==> config.mk <==
export PLATFORM = sky130hd
export DESIGN_NAME = alu_result_capture
export DESIGN_NICKNAME = d
export VERILOG_FILES = /design/src/rtl/alu_pkg.sv /design/src/rtl/alu_cap_fifo.sv /design/src/rtl/alu_result_capture.sv
export SDC_FILE = /design/constraint.sdc
export NUM_CORES = 1
export LEC_CHECK = 0
export ABC_AREA = 1
export BUFFER_PORTS_ARGS = -buffer_cell sky130_fd_sc_hd__buf_2
export CAP_MARGIN = 20
export CORE_MARGIN = 5
export CORE_UTILIZATION = 52
export CTS_CLUSTER_SIZE = 28
export DETAILED_ROUTE_END_ITERATION = 10
export PLACE_DENSITY = 0.78
export SLEW_MARGIN = 20
export SYNTH_ARGS = -nofsm -noshare
export SYNTH_HDL_FRONTEND = slang
export SYNTH_HIERARCHICAL = 1
export SYNTH_SLANG_ARGS = --single-unit
==> constraint.sdc <==
create_clock -name clk -period 2.03 [get_ports clk]
set_input_delay 0.3045 -clock clk [delete_from_list [all_inputs] [get_ports clk]]
set_output_delay 0.3045 -clock clk [all_outputs]
set_load 0.01 [all_outputs]
==> src/rtl/alu_pkg.sv <==
`default_nettype none
// ============================================================================
// Module      : alu_pkg
// Description : Shared ALU definitions: default data width, op codes,
//               3-bit condition codes and the condition evaluator.
// Revision    : 1.0 - initial release
// ============================================================================
package alu_pkg;

    localparam int ALU_WIDTH = 16;

    typedef enum logic [3:0] {
        OP_ADD  = 4'h0,
        OP_SUB  = 4'h1,
        OP_AND  = 4'h2,
        OP_OR   = 4'h3,
        OP_XOR  = 4'h4,
        OP_SHL  = 4'h5,
        OP_SHR  = 4'h6,
        OP_PASS = 4'h7
    } alu_op_e;

    localparam logic [2:0] COND_AL = 3'b000;
    localparam logic [2:0] COND_EQ = 3'b001;
    localparam logic [2:0] COND_NE = 3'b010;
    localparam logic [2:0] COND_LT = 3'b011;
    localparam logic [2:0] COND_GE = 3'b100;
    localparam logic [2:0] COND_VS = 3'b101;
    localparam logic [2:0] COND_VC = 3'b110;
    localparam logic [2:0] COND_MI = 3'b111;

    function automatic logic cond_eval(input logic [2:0] sel, input logic z,
                                       input logic v, input logic n);
        logic r;
        case (sel)
            COND_AL: r = 1'b1;
            COND_EQ: r = z;
            COND_NE: r = ~z;
            COND_LT: r = n ^ v;
            COND_GE: r = ~(n ^ v);
            COND_VS: r = v;
            COND_VC: r = ~v;
            COND_MI: r = n;
            default: r = 1'b0;
        endcase
        return r;
    endfunction

endpackage
`default_nettype wire

==> src/rtl/alu_cap_fifo.sv <==
`default_nettype none
// ============================================================================
// Module      : alu_cap_fifo
// Description : 2-entry in-order FIFO with valid/ready on both sides; the
//               write side stays closed until the first edge after reset.
// Revision    : 1.0 - initial release
// ============================================================================
module alu_cap_fifo #(
    parameter int DATA_W = 20
) (
    input  logic              clk,
    input  logic              rst_n,
    input  logic              i_valid,
    output logic              o_ready,
    input  logic [DATA_W-1:0] i_data,
    output logic              o_valid,
    input  logic              i_ready,
    output logic [DATA_W-1:0] o_data
);

    logic [DATA_W-1:0] r_mem [2];
    logic              r_wr_ptr;
    logic              r_rd_ptr;
    logic [1:0]        r_count;
    logic              r_alive;
    logic              w_push;
    logic              w_pop;

    // Ready depends only on registered state: no path from i_ready.
    assign o_ready = r_alive && (r_count != 2'd2);
    assign o_valid = (r_count != 2'd0);
    assign o_data  = r_mem[r_rd_ptr];
    assign w_push  = i_valid && o_ready;
    assign w_pop   = o_valid && i_ready;

    always_ff @(posedge clk or negedge rst_n) begin
        if (!rst_n) begin
            r_wr_ptr <= 1'b0;
            r_rd_ptr <= 1'b0;
            r_count  <= 2'd0;
            r_alive  <= 1'b0;
        end else begin
            r_alive <= 1'b1;
            if (w_push) r_wr_ptr <= ~r_wr_ptr;
            if (w_pop)  r_rd_ptr <= ~r_rd_ptr;
            r_count <= r_count + {1'b0, w_push} - {1'b0, w_pop};
        end
    end

    always_ff @(posedge clk) begin
        if (w_push) r_mem[r_wr_ptr] <= i_data;
    end

endmodule
`default_nettype wire

==> src/rtl/alu_result_capture.sv <==
`default_nettype none
// ============================================================================
// Module      : alu_result_capture
// Description : Buffers ALU results/flags, commits flags on pop and evaluates
//               a condition on the committed flags. Optional statistics
//               counters are enabled with ALU_CAP_STATS_EN.
// Revision    : 1.0 - initial release
// ============================================================================
module alu_result_capture
    import alu_pkg::*;
#(
    parameter int WIDTH = ALU_WIDTH
) (
    input  logic             clk,
    input  logic             rst_n,
    input  logic             in_valid,
    output logic             in_ready,
    input  logic [WIDTH-1:0] in_result,
    input  logic             in_z,
    input  logic             in_v,
    input  logic             in_n,
    input  logic             in_flag_we,
    output logic             out_valid,
    input  logic             out_ready,
    output logic [WIDTH-1:0] out_result,
    output logic             flag_z,
    output logic             flag_v,
    output logic             flag_n,
    input  logic [2:0]       cond_sel,
    output logic             cond_true
`ifdef ALU_CAP_STATS_EN
    ,
    output logic [15:0]      commit_cnt,
    output logic [15:0]      zero_cnt
`endif
);

    localparam int ENTRY_W = WIDTH + 4;

    logic [ENTRY_W-1:0] w_in_entry;
    logic [ENTRY_W-1:0] w_head;
    logic               w_pop;
    logic               r_flag_z;
    logic               r_flag_v;
    logic               r_flag_n;

    // Entry layout: {result, z, v, n, flag_we}
    assign w_in_entry = {in_result, in_z, in_v, in_n, in_flag_we};

    alu_cap_fifo #(
        .DATA_W (ENTRY_W)
    ) u_fifo (
        .clk     (clk),
        .rst_n   (rst_n),
        .i_valid (in_valid),
        .o_ready (in_ready),
        .i_data  (w_in_entry),
        .o_valid (out_valid),
        .i_ready (out_ready),
        .o_data  (w_head)
    );

    assign w_pop      = out_valid && out_ready;
    assign out_result = w_head[ENTRY_W-1:4];

    always_ff @(posedge clk or negedge rst_n) begin
        if (!rst_n) begin
            r_flag_z <= 1'b0;
            r_flag_v <= 1'b0;
            r_flag_n <= 1'b0;
        end else if (w_pop && w_head[0]) begin
            r_flag_z <= w_head[3];
            r_flag_v <= w_head[2];
            r_flag_n <= w_head[1];
        end
    end

    assign flag_z    = r_flag_z;
    assign flag_v    = r_flag_v;
    assign flag_n    = r_flag_n;
    assign cond_true = cond_eval(cond_sel, r_flag_z, r_flag_v, r_flag_n);

`ifdef ALU_CAP_STATS_EN
    logic [15:0] r_commit_cnt;
    logic [15:0] r_zero_cnt;

    // Both counters saturate rather than wrap.
    always_ff @(posedge clk or negedge rst_n) begin
        if (!rst_n) begin
            r_commit_cnt <= 16'd0;
            r_zero_cnt   <= 16'd0;
        end else if (w_pop) begin
            if (r_commit_cnt != 16'hFFFF) r_commit_cnt <= r_commit_cnt + 16'd1;
            if (w_head[3] && (r_zero_cnt != 16'hFFFF)) r_zero_cnt <= r_zero_cnt + 16'd1;
        end
    end

    assign commit_cnt = r_commit_cnt;
    assign zero_cnt   = r_zero_cnt;
`endif

endmodule
`default_nettype wire

==> impl_metrics.yaml, run 1 <==
final_layout:
  fill_cells: 305
  fin_nets: 256
  n_antenna_cell: 0
  drive_above_1_share_pct: 27.6
  final_common_cell: "nand2_1"
  layout.cells.non_filler: 276
  syn2layout_area_growth_pct: 22.1
  layout_common_cells: "80 x nand2_1, 48 x buf_2, 40 x edfxtp_1, 12 x inv_1, 8 x dfrtp_1"
outcome:
  status: "finished clean"
clock_tree:
  clk_latency_ps: 290
  h-tree-depth: 2
  cts_num_sinks: 48
  cts_resized: 0
  cts-root-buf: "clkbuf_8"
  cts.clk_slew.worst_paths_ps: 80
  clock_path_buffers: 2
  post-cts-setup-buffers: 0
  cts_tree: "yes"
  cts_hold_buf: 1
  cts_buffers: 5
critical_path:
  critical_path_class: "flop to primary output"
  rr_endpoint: "u_fifo/r_count[1]$_DFF_PN0_"
  crit_arrival_ps: 1270
  ff2ff_path_depth: 9
  worstPathRequired_ps: 1730
  start_kind: "flop"
  r2r-start: "u_fifo/r_count[1]$_DFF_PN0_"
  cp-end-kind: "primary output"
  rrSetupSlack_ps: 600
  crit_fanout: 4
synthesis:
  syn_inst: 171
  syn-cell-area_mm2: 0.00193
  synth_top_family_by_area: "simple AND/OR/NAND/NOR gates"
  synth_adder_area_share_pct: 1.30
  yosys.area_share.simple_pct: 19.1
  synth.net_count: 200
  seq_area_frac_synth_pct: 72.7
  synth_cell_types: 16
  yosysWarnings: 6
  synth_mux_area_share_pct: 0
  ys_ff_latch: 48
  syn-mean-instance-area_um2: 11.3
  synth_compound_area_share_pct: 2.08
  synth-xor-area-share_pct: 0
power:
  clock_power_share_pct: 22.5
  seqPwrFrac_pct: 44.6
  finalPower_w: 0.00297
  vdd_drop_max_mv: 0.811
  p_sw_w: 0.000981
  p_leak_nw: 1.10
  p_int_w: 0.00199
  switching_share_pct: 33.1
  power_frac_comb_pct: 32.9
  powerDensity_mw_per_mm2: 1260
global_route:
  grt_pass1_vias: 1215
  grt_overflow: 0
  grt_pass1_wl_um: 5220
  antenna_found_initial: 0
  grt_max_degree: 22
  grtUsageTotal_pct: 13.6
placement:
  dp_cells: 267
  hpwl_um: 2410
  gp_congestion: 0.868
  port_buffers: 48
  dp_slack_ps: 609
timing:
  post-route-min-period_ps: 1570
  max_freq_mhz: 637
  rsz0062_at_grt: "no"
  maxSlewViolCount: 0
  finalSetupViolCount: 0
  timing.final.crit_share_pct: 77.3
  fin_ws_ps: 460
  hold_viol_final: 0
  skew_ps: 3.93
  tns_ps: 0
die:
  die_h_um: 70.9
  die_w_um: 70.9
  initial_core_util_pct: 53.1
  rows: 22
  core-area_mm2: 0.00363
  io-pin-count: 49
  die_area_mm2: 0.00503
route:
  detail_route.vias_per_cell: 4.76
  drt_iter0_drc: 37
  detail-route-antenna-nets: 0
  vias: 1313
  wire_per_inst_um: 12.0
  finalWirelength_um: 3320
  drc: 0
  dr.pass1.iters: 4
worst_hold_path:
  whs_endpoint: "u_fifo/r_mem[0][2]$_DFFE_PP_"
  hold_start: "in_v"
  holdPathStages: 1
  holdCritPathClass: "input port to flop"
flow_run:
  drv_cap: 0
## area by class of cell
type                            count  area, um^2  share of cell area (%)
Clock buffer                        8         121                    5.15
Multi-Input combinational cell    105         439                    18.7
Sequential cell                    48        1400                    59.5
Tap cell                           48        60.1                    2.55
Inverter                           14        52.6                    2.23
Timing Repair Buffer               53         280                    11.9
## cells in the mapped netlist
library cell	instances	area, um^2
inv_2	2	7.51
buf_4	2	15.0
o21ai_1	1	5.00
inv_1	12	45.0
o211ai_1	1	7.51
a21boi_0	1	7.51
dfrtp_1	8	200
ha_1	2	25.0
a21oi_1	4	20.0
edfxtp_1	40	1200
nor2_1	7	26.3
conb_1	1	3.75
nand4_1	1	6.26
nand2_1	80	300
buf_6	2	22.5
nand3_1	7	35.0
## power groups by stage
stage	Sequential [W]	Clock, W	Combinational [W]
after floorplan	0.00135	0	0.000655
after global placement	0.00133	0	0.000977
after detailed placement	0.00135	0	0.000995
after CTS	0.00132	0.000688	0.00100
after global routing	0.00134	0.000735	0.00112
final	0.00132	0.000667	0.000978
## flip-flops by register name (all words and copies together) (netlist names)
signal / flops
u_fifo/r_wr_ptr: 1
u_fifo/r_count: 2
u_fifo/r_alive: 1
flag_z: 1
flag_n: 1
flag_v: 1
u_fifo/r_mem: 40
u_fifo/r_rd_ptr: 1
## critical path: stages, from the launching register on
cell and delay, ps:
dfrtp_1 410, inv_1 120, nand2_1 70, nand3_1 60
nor2_1 40, nor2_1 100, nand2_1 50, buf_2 130
## layer usage
metal  vias to the layer above  routed length [um]  share of wire [%]  global-route usage, %
met1                       602                1380                 42                   16.6
li1                        667                   -                  -                      -
met2                        39                1630                 49                   21.7
met5                         -                   0                  0                      0
met4                         0                  36                1.1                   3.55
met3                         5                 266                8.0                   6.53
## worst max path at each step
stage	start	endpoint	slack, ps	cells past startpoint
2_1_floorplan	u_fifo/r_count[1]$_DFF_PN0_	u_fifo/r_mem[1][0]$_DFFE_PP_	190	3
3_3_place_gp	u_fifo/r_count[1]$_DFF_PN0_	u_fifo/r_count[1]$_DFF_PN0_	660	10
3_5_place_dp	u_fifo/r_count[1]$_DFF_PN0_	u_fifo/r_count[1]$_DFF_PN0_	610	10
4_1_cts	u_fifo/r_rd_ptr$_DFFE_PN0P_	out_result[5]	440	4
5_1_grt	u_fifo/r_rd_ptr$_DFFE_PN0P_	out_result[7]	320	4
6_report	flag_v$_DFFE_PN0P_	cond_true	460	7
## logic make-up (layout without fill, tap and decap cells)
group	count (synthesis)	after routing
AO/OA/AOI/OAI	7	7
adder cells (fa/ha/maj)	2	2
buffers and inverters	18	75
flip-flops	48	48
other	1	1
AND/OR/NAND/NOR	95	95
## metrics by stage
step | hold WS [ps] | utilization (%) | cell area, um^2
finish | 197 | 64.8 | 2350
floorplan | 8.91 | - | 1930
global placement | 157 | 61.2 | 2220
detailed placement | 159 | 61.2 | 2220
global route | 175 | 64.8 | 2350
CTS | 188 | 64.8 | 2350
Note: power is estimated with default switching activity, not from simulation.
==> inputs of run 2 (changes only) <==
- ABC_AREA: 1 -> 0
- CORE_UTILIZATION: 52 -> 46
- PLACE_DENSITY: 0.78 -> 0.74
- clock period: 2.03 -> 1.3 ns (I/O delays scaled with it)
==> impl_metrics.yaml, run 2 <==
timing:
  timing.final.crit_share_pct: 128
  max_freq_mhz: 603
  post-route-min-period_ps: 1660
  fin_ws_ps: -359
  rsz0062_at_grt: "yes"
  whs_ps: 78.1
  hold_viol_final: 0
  maxSlewViolCount: 0
  skew_ps: 8.35
  finalSetupViolCount: 64
clock_tree:
  clk_latency_ps: 300
  cts-root-buf: "clkbuf_8"
  cts_buffers: 5
  h-tree-depth: 2
  cts.clk_slew.worst_paths_ps: 80
  cts_num_sinks: 48
  clock_path_buffers: 2
  cts_tree: "yes"
final_layout:
  largest_register_ffs: 40
  drive_above_1_share_pct: 67.0
  utilization_pct: 73.0
  fill_cells: 242
  final_common_cell: "edfxtp_1"
  reg_top3: "u_fifo/r_mem x40, u_fifo/r_count x2"
  regMostFlops: "u_fifo/r_mem"
  syn2layout_area_growth_pct: 54.9
  layout_common_cells: "40 x edfxtp_1, 30 x buf_2, 29 x buf_6, 20 x mux2_4, 7 x buf_4"
  design_area_mm2: 0.00290
  n_antenna_cell: 0
  fin_nets: 210
  layout.cells.non_filler: 232
critical_path:
  rr_endpoint: "u_fifo/r_count[1]$_DFF_PN0_"
  path_delay_family: "flip-flops"
  crit_fanout: 6
  critical_path_class: "flop to primary output"
  cp-end-kind: "primary output"
  rrSetupSlack_ps: -340
  cp_num_buf_inv: 1
  worstPathRequired_ps: 1110
  crit_arrival_ps: 1460
  r2r-start: "u_fifo/r_count[1]$_DFF_PN0_"
  crit_chain: "or3_4, a21oi_2, a211o_1, buf_2"
  cp_slowest_cell: "dfrtp_2"
  critPathMaxStageDelay_ps: 440
  ff2ff_path_depth: 7
  start_kind: "flop"
synthesis:
  yosys.area.top_type: "edfxtp_1"
  synth_common_cells: "40 x edfxtp_1, 23 x mux2_2, 8 x dfrtp_1"
  syn_inst: 100
  synth_area_leaders: "edfxtp_1 64%, mux2_2 14%, dfrtp_1 11%, xnor2_1 1.4%, ha_1 1.3%"
  yosys.cell_count.top_type: "edfxtp_1"
  yosysWarnings: 6
  synth.net_count: 129
  yosys.area.top_type_share_pct: 64.2
  syn-mean-instance-area_um2: 18.7
  ys_ff_latch: 48
  synth-edff-count: 40
  ys.flop_type: "edfxtp_1"
  synth_cell_types: 23
  seq_area_frac_synth_pct: 74.9
  synthArstFlopShare_pct: 16.7
  syn-cell-area_mm2: 0.00187
route:
  drt_iter0_drc: 59
  wl_met1_um: 1790
  detail_route.vias_per_cell: 5.31
  routed.top_layer: "met4"
  vias: 1232
  wl_met3_um: 311
  drc: 0
  dr.pass1.iters: 4
  met2_length_um: 2430
  detail-route-antenna-nets: 0
  wire_per_inst_um: 19.8
  finalWirelength_um: 4590
power:
  powerDensity_mw_per_mm2: 2110
  p_leak_nw: 1.19
  vdd_drop_max_mv: 1.27
worst_hold_path:
  holdCritPathClass: "input port to flop"
  holdPathStages: 1
  whs_endpoint: "u_fifo/r_mem[0][4]$_DFFE_PP_"
  hold_start: "in_result[0]"
flow_run:
  drv_cap: 0
outcome:
  status: "finished, violations left"
  violations: "negative setup slack"
die:
  die_area_mm2: 0.00544
  core-area_mm2: 0.00397
  die_h_um: 73.8
  io-pin-count: 49
  die_w_um: 73.8
  initial_core_util_pct: 47.1
  rows: 23
placement:
  dp_slack_ps: -313
  gp_congestion: 0.731
  hpwl_um: 2510
  port_buffers: 48
  dp_cells: 205
  dpl_cell_area_mm2: 0.00228
global_route:
  grt_pass1_vias: 1357
  grtUsageTotal_pct: 17.3
  grt_pass1_wl_um: 6680
  antenna_found_initial: 0
  grt_overflow: 0
  grt_max_degree: 15
run 2: changes by cell type after synthesis, sizes merged, moves of 2 or more:
| cell | change |
|---|---|
| nand3 | -5 |
| nor2 | -5 |
| and2 | +2 |
| buf | -2 |
| a21oi | -2 |
| nand2 | -80 |
| inv | -13 |
| mux2 | +24 |
| nand4b | +2 |
| xnor2 | +3 |
run 2: layer usage:
metal  GRT usage (%)  vias up
li1                -      547
met2            31.8       52
met5               0        -
met4            3.62        0
met1            18.5      628
met3            6.84        5
run 2: repair_timing:
item | CTS | global route
gates cloned | 6 | 1
pin swaps | 5 | 5
setup endpoints to repair | 64 | 65
hold buffers | 1 | 0
gates resized for setup | 51 | 25
endpoints found under the hold margin | 8 | 0
buffers inserted | 12 | 6
run 2: final cells by class:
class	instances	area [um^2]	share of cell area (%)
Inverter	1	3.75	0.130
Sequential cell	48	1400	48.4
Multi-Input combinational cell	52	663	22.9
Timing Repair Buffer	73	657	22.7
Tap cell	50	62.6	2.16
Clock buffer	6	72.6	2.50
Clock inverter	2	35.0	1.21
run 2: worst max-delay path by stage:
stage,start,to,cells past startpoint
floorplan,u_fifo/r_count[0]$_DFF_PN0_,u_fifo/r_count[1]$_DFF_PN0_,7
finish,flag_v$_DFFE_PN0P_,cond_true,4
global placement,u_fifo/r_count[0]$_DFF_PN0_,u_fifo/r_count[1]$_DFF_PN0_,7
global route,flag_n$_DFFE_PN0P_,cond_true,4
detailed placement,u_fifo/r_count[0]$_DFF_PN0_,u_fifo/r_count[1]$_DFF_PN0_,7
CTS,flag_v$_DFFE_PN0P_,cond_true,4
run 2: power breakdown:
group	switching (W)	internal (W)	total, W	leakage, nW
sequential	0.000210	0.00197	0.00218	0.457
combinational	0.00110	0.00179	0.00289	0.678
clock	0.000469	0.000571	0.00104	0.0552
run 2: stage by stage:
stage,setup TNS (ps),total power (W)
4_1_cts,-11170,0.00578
6_report,-13000,0.00610
2_1_floorplan,-2460,0.00317
5_1_grt,-14780,0.00637
3_5_place_dp,-8910,0.00381
3_3_place_gp,-6110,0.00372
run 2: worst register-to-register path: stages (launching register included):
cell and delay [ps]:
dfrtp_1 410, or2_4 270, and2_4 150, ha_4 260, inv_2 40, ha_4 160
xnor2_4 120, xnor2_1 120
run 2: cells by family after synthesis:
kind of cell	synth area share [%]
flip-flops	74.9
buffers and inverters	1.00
other	0.200
AO/OA/AOI/OAI	1.54
XOR/XNOR	1.87
multiplexers	15.0
AND/OR/NAND/NOR	4.15
adder cells (fa/ha/maj)	1.34
==> inputs of run 3 (changes only) <==
- TNS_END_PERCENT: unset -> 10
==> impl_metrics.yaml, run 3 (synthesized netlist as in run 2, its figures left out) <==
timing:
  timing.final.crit_share_pct: 125
  rsz0062_at_grt: "yes"
  skew_ps: 6.13
  fin_ws_ps: -322
  whs_ps: 77.4
  hold_viol_final: 0
  finalSetupViolCount: 65
  post-route-min-period_ps: 1620
  maxSlewViolCount: 0
  tns_ps: -9690
  max_freq_mhz: 617
critical_path:
  ff2ff_path_depth: 7
  crit_start: "flag_v$_DFFE_PN0P_"
  rrSetupSlack_ps: -310
  worstPathRequired_ps: 1110
  critical_path_class: "flop to primary output"
  crit_fanout: 7
  crit_arrival_ps: 1430
  cp-end-kind: "primary output"
  rr_endpoint: "u_fifo/r_count[1]$_DFF_PN0_"
  r2r-start: "u_fifo/r_count[0]$_DFF_PN0_"
  start_kind: "flop"
final_layout:
  syn2layout_area_growth_pct: 47.7
  layout_common_cells: "40 x edfxtp_1, 30 x buf_2, 26 x buf_6, 17 x mux2_4, 10 x buf_4"
  drive_above_1_share_pct: 66.7
  largest_register_ffs: 40
  reg_top3: "u_fifo/r_mem x40, u_fifo/r_count x2"
  fill_cells: 277
  regArea_mm2: 0.00141
  regMostFlops: "u_fifo/r_mem"
  fin_nets: 202
  final_common_cell: "edfxtp_1"
  n_antenna_cell: 0
  multiInputGateArea_um2: 606
route:
  wire_per_inst_um: 16.3
  drt_iter0_drc: 42
  detail_route.vias_per_cell: 4.85
  detail-route-antenna-nets: 0
  finalWirelength_um: 3650
  drc: 0
  dr.pass1.iters: 4
  vias: 1086
power:
  powerDensity_mw_per_mm2: 2140
  power_frac_comb_pct: 42.3
  clock_power_share_pct: 21.3
  p_leak_nw: 1.13
  switching_share_pct: 27.6
  seqPwrFrac_pct: 36.3
  p_int_w: 0.00428
  vdd_drop_max_mv: 1.99
  p_sw_w: 0.00163
clock_tree:
  cts_tree: "yes"
  cts-root-buf: "clkbuf_8"
  cts.clk_slew.worst_paths_ps: 90
  cts_num_sinks: 48
  clock_path_buffers: 2
  cts_buffers: 5
  h-tree-depth: 2
  clk_latency_ps: 300
die:
  die_w_um: 73.8
  die_area_mm2: 0.00544
  core-area_mm2: 0.00397
  die_h_um: 73.8
  io-pin-count: 49
  initial_core_util_pct: 47.1
  rows: 23
global_route:
  grtUsageTotal_pct: 14.6
  grt_pass1_wl_um: 5690
  grt_overflow: 0
  grt_max_degree: 21
  grt_pass1_vias: 1165
  antenna_found_initial: 0
outcome:
  status: "finished, violations left"
  violations: "negative setup slack"
placement:
  gp_congestion: 0.705
  port_buffers: 48
  hpwl_um: 2370
worst_hold_path:
  hold_start: "in_result[4]"
  whs_endpoint: "u_fifo/r_mem[1][8]$_DFFE_PP_"
  holdPathStages: 1
  holdCritPathClass: "input port to flop"
flow_run:
  drv_cap: 0
## run 3: worst max path at each step
stage | to | slack, ps
after global routing | cond_true | -390
final | cond_true | -320
after global placement | u_fifo/r_count[1]$_DFF_PN0_ | -270
after floorplan | u_fifo/r_count[1]$_DFF_PN0_ | -300
after CTS | cond_true | -330
after detailed placement | u_fifo/r_count[1]$_DFF_PN0_ | -320
## run 3: what timing repair did
item	4_1_cts	5_1_grt
cloned	1	0
endpoints found under the hold margin	8	0
buffers inserted	4	4
pin swaps	6	5
setup endpoints to repair	64	65
resized for setup	38	21
hold buffers	1	0
## run 3: critical path, cell delays in order, from the launching register on
cell and delay (ps):
dfrtp_2 450, or3_1 330, a21oi_2 120, a211o_1 120, buf_6 100
## run 3: per-stage QoR
| step | area (um^2) | util [%] | power [W] | instances | setup slack, ps |
|---|---|---|---|---|---|
| 6_report | 2760 | 69.6 | 0.00591 | 224 | -322 |
| 2_1_floorplan | 1910 | - | 0.00314 | 100 | -300 |
| 3_3_place_gp | 2280 | 57.5 | 0.00372 | 206 | -268 |
| 3_5_place_dp | 2280 | 57.5 | 0.00381 | 206 | -316 |
| 5_1_grt | 2760 | 69.6 | 0.00623 | 224 | -395 |
| 4_1_cts | 2640 | 66.5 | 0.00564 | 220 | -333 |
## run 3: layout make-up
cell class	instances	area share (%)
multi-input cells	49	21.9
flip-flops and latches	48	50.9
inverters	1	0.136
well taps	50	2.26
clock inverters	3	2.49
clock buffers	5	2.49
repair buffers	68	19.8
## run 3: per-layer routing
metal	global-route usage [%]	vias to the layer above	part of all wire (%)
li1	-	525	-
met1	16.3	517	40
met2	24.5	39	50
met3	7.11	5	8.6
met4	4.23	0	1.4
met5	0	-	0
## run 3: power by group through the flow
stage	Combinational [W]	Clock (W)	Sequential (W)
final	0.00250	0.00126	0.00215
after global routing	0.00269	0.00136	0.00218
after CTS	0.00222	0.00129	0.00213
after detailed placement	0.00167	0	0.00214
after global placement	0.00161	0	0.00211
after floorplan	0.00100	0	0.00214
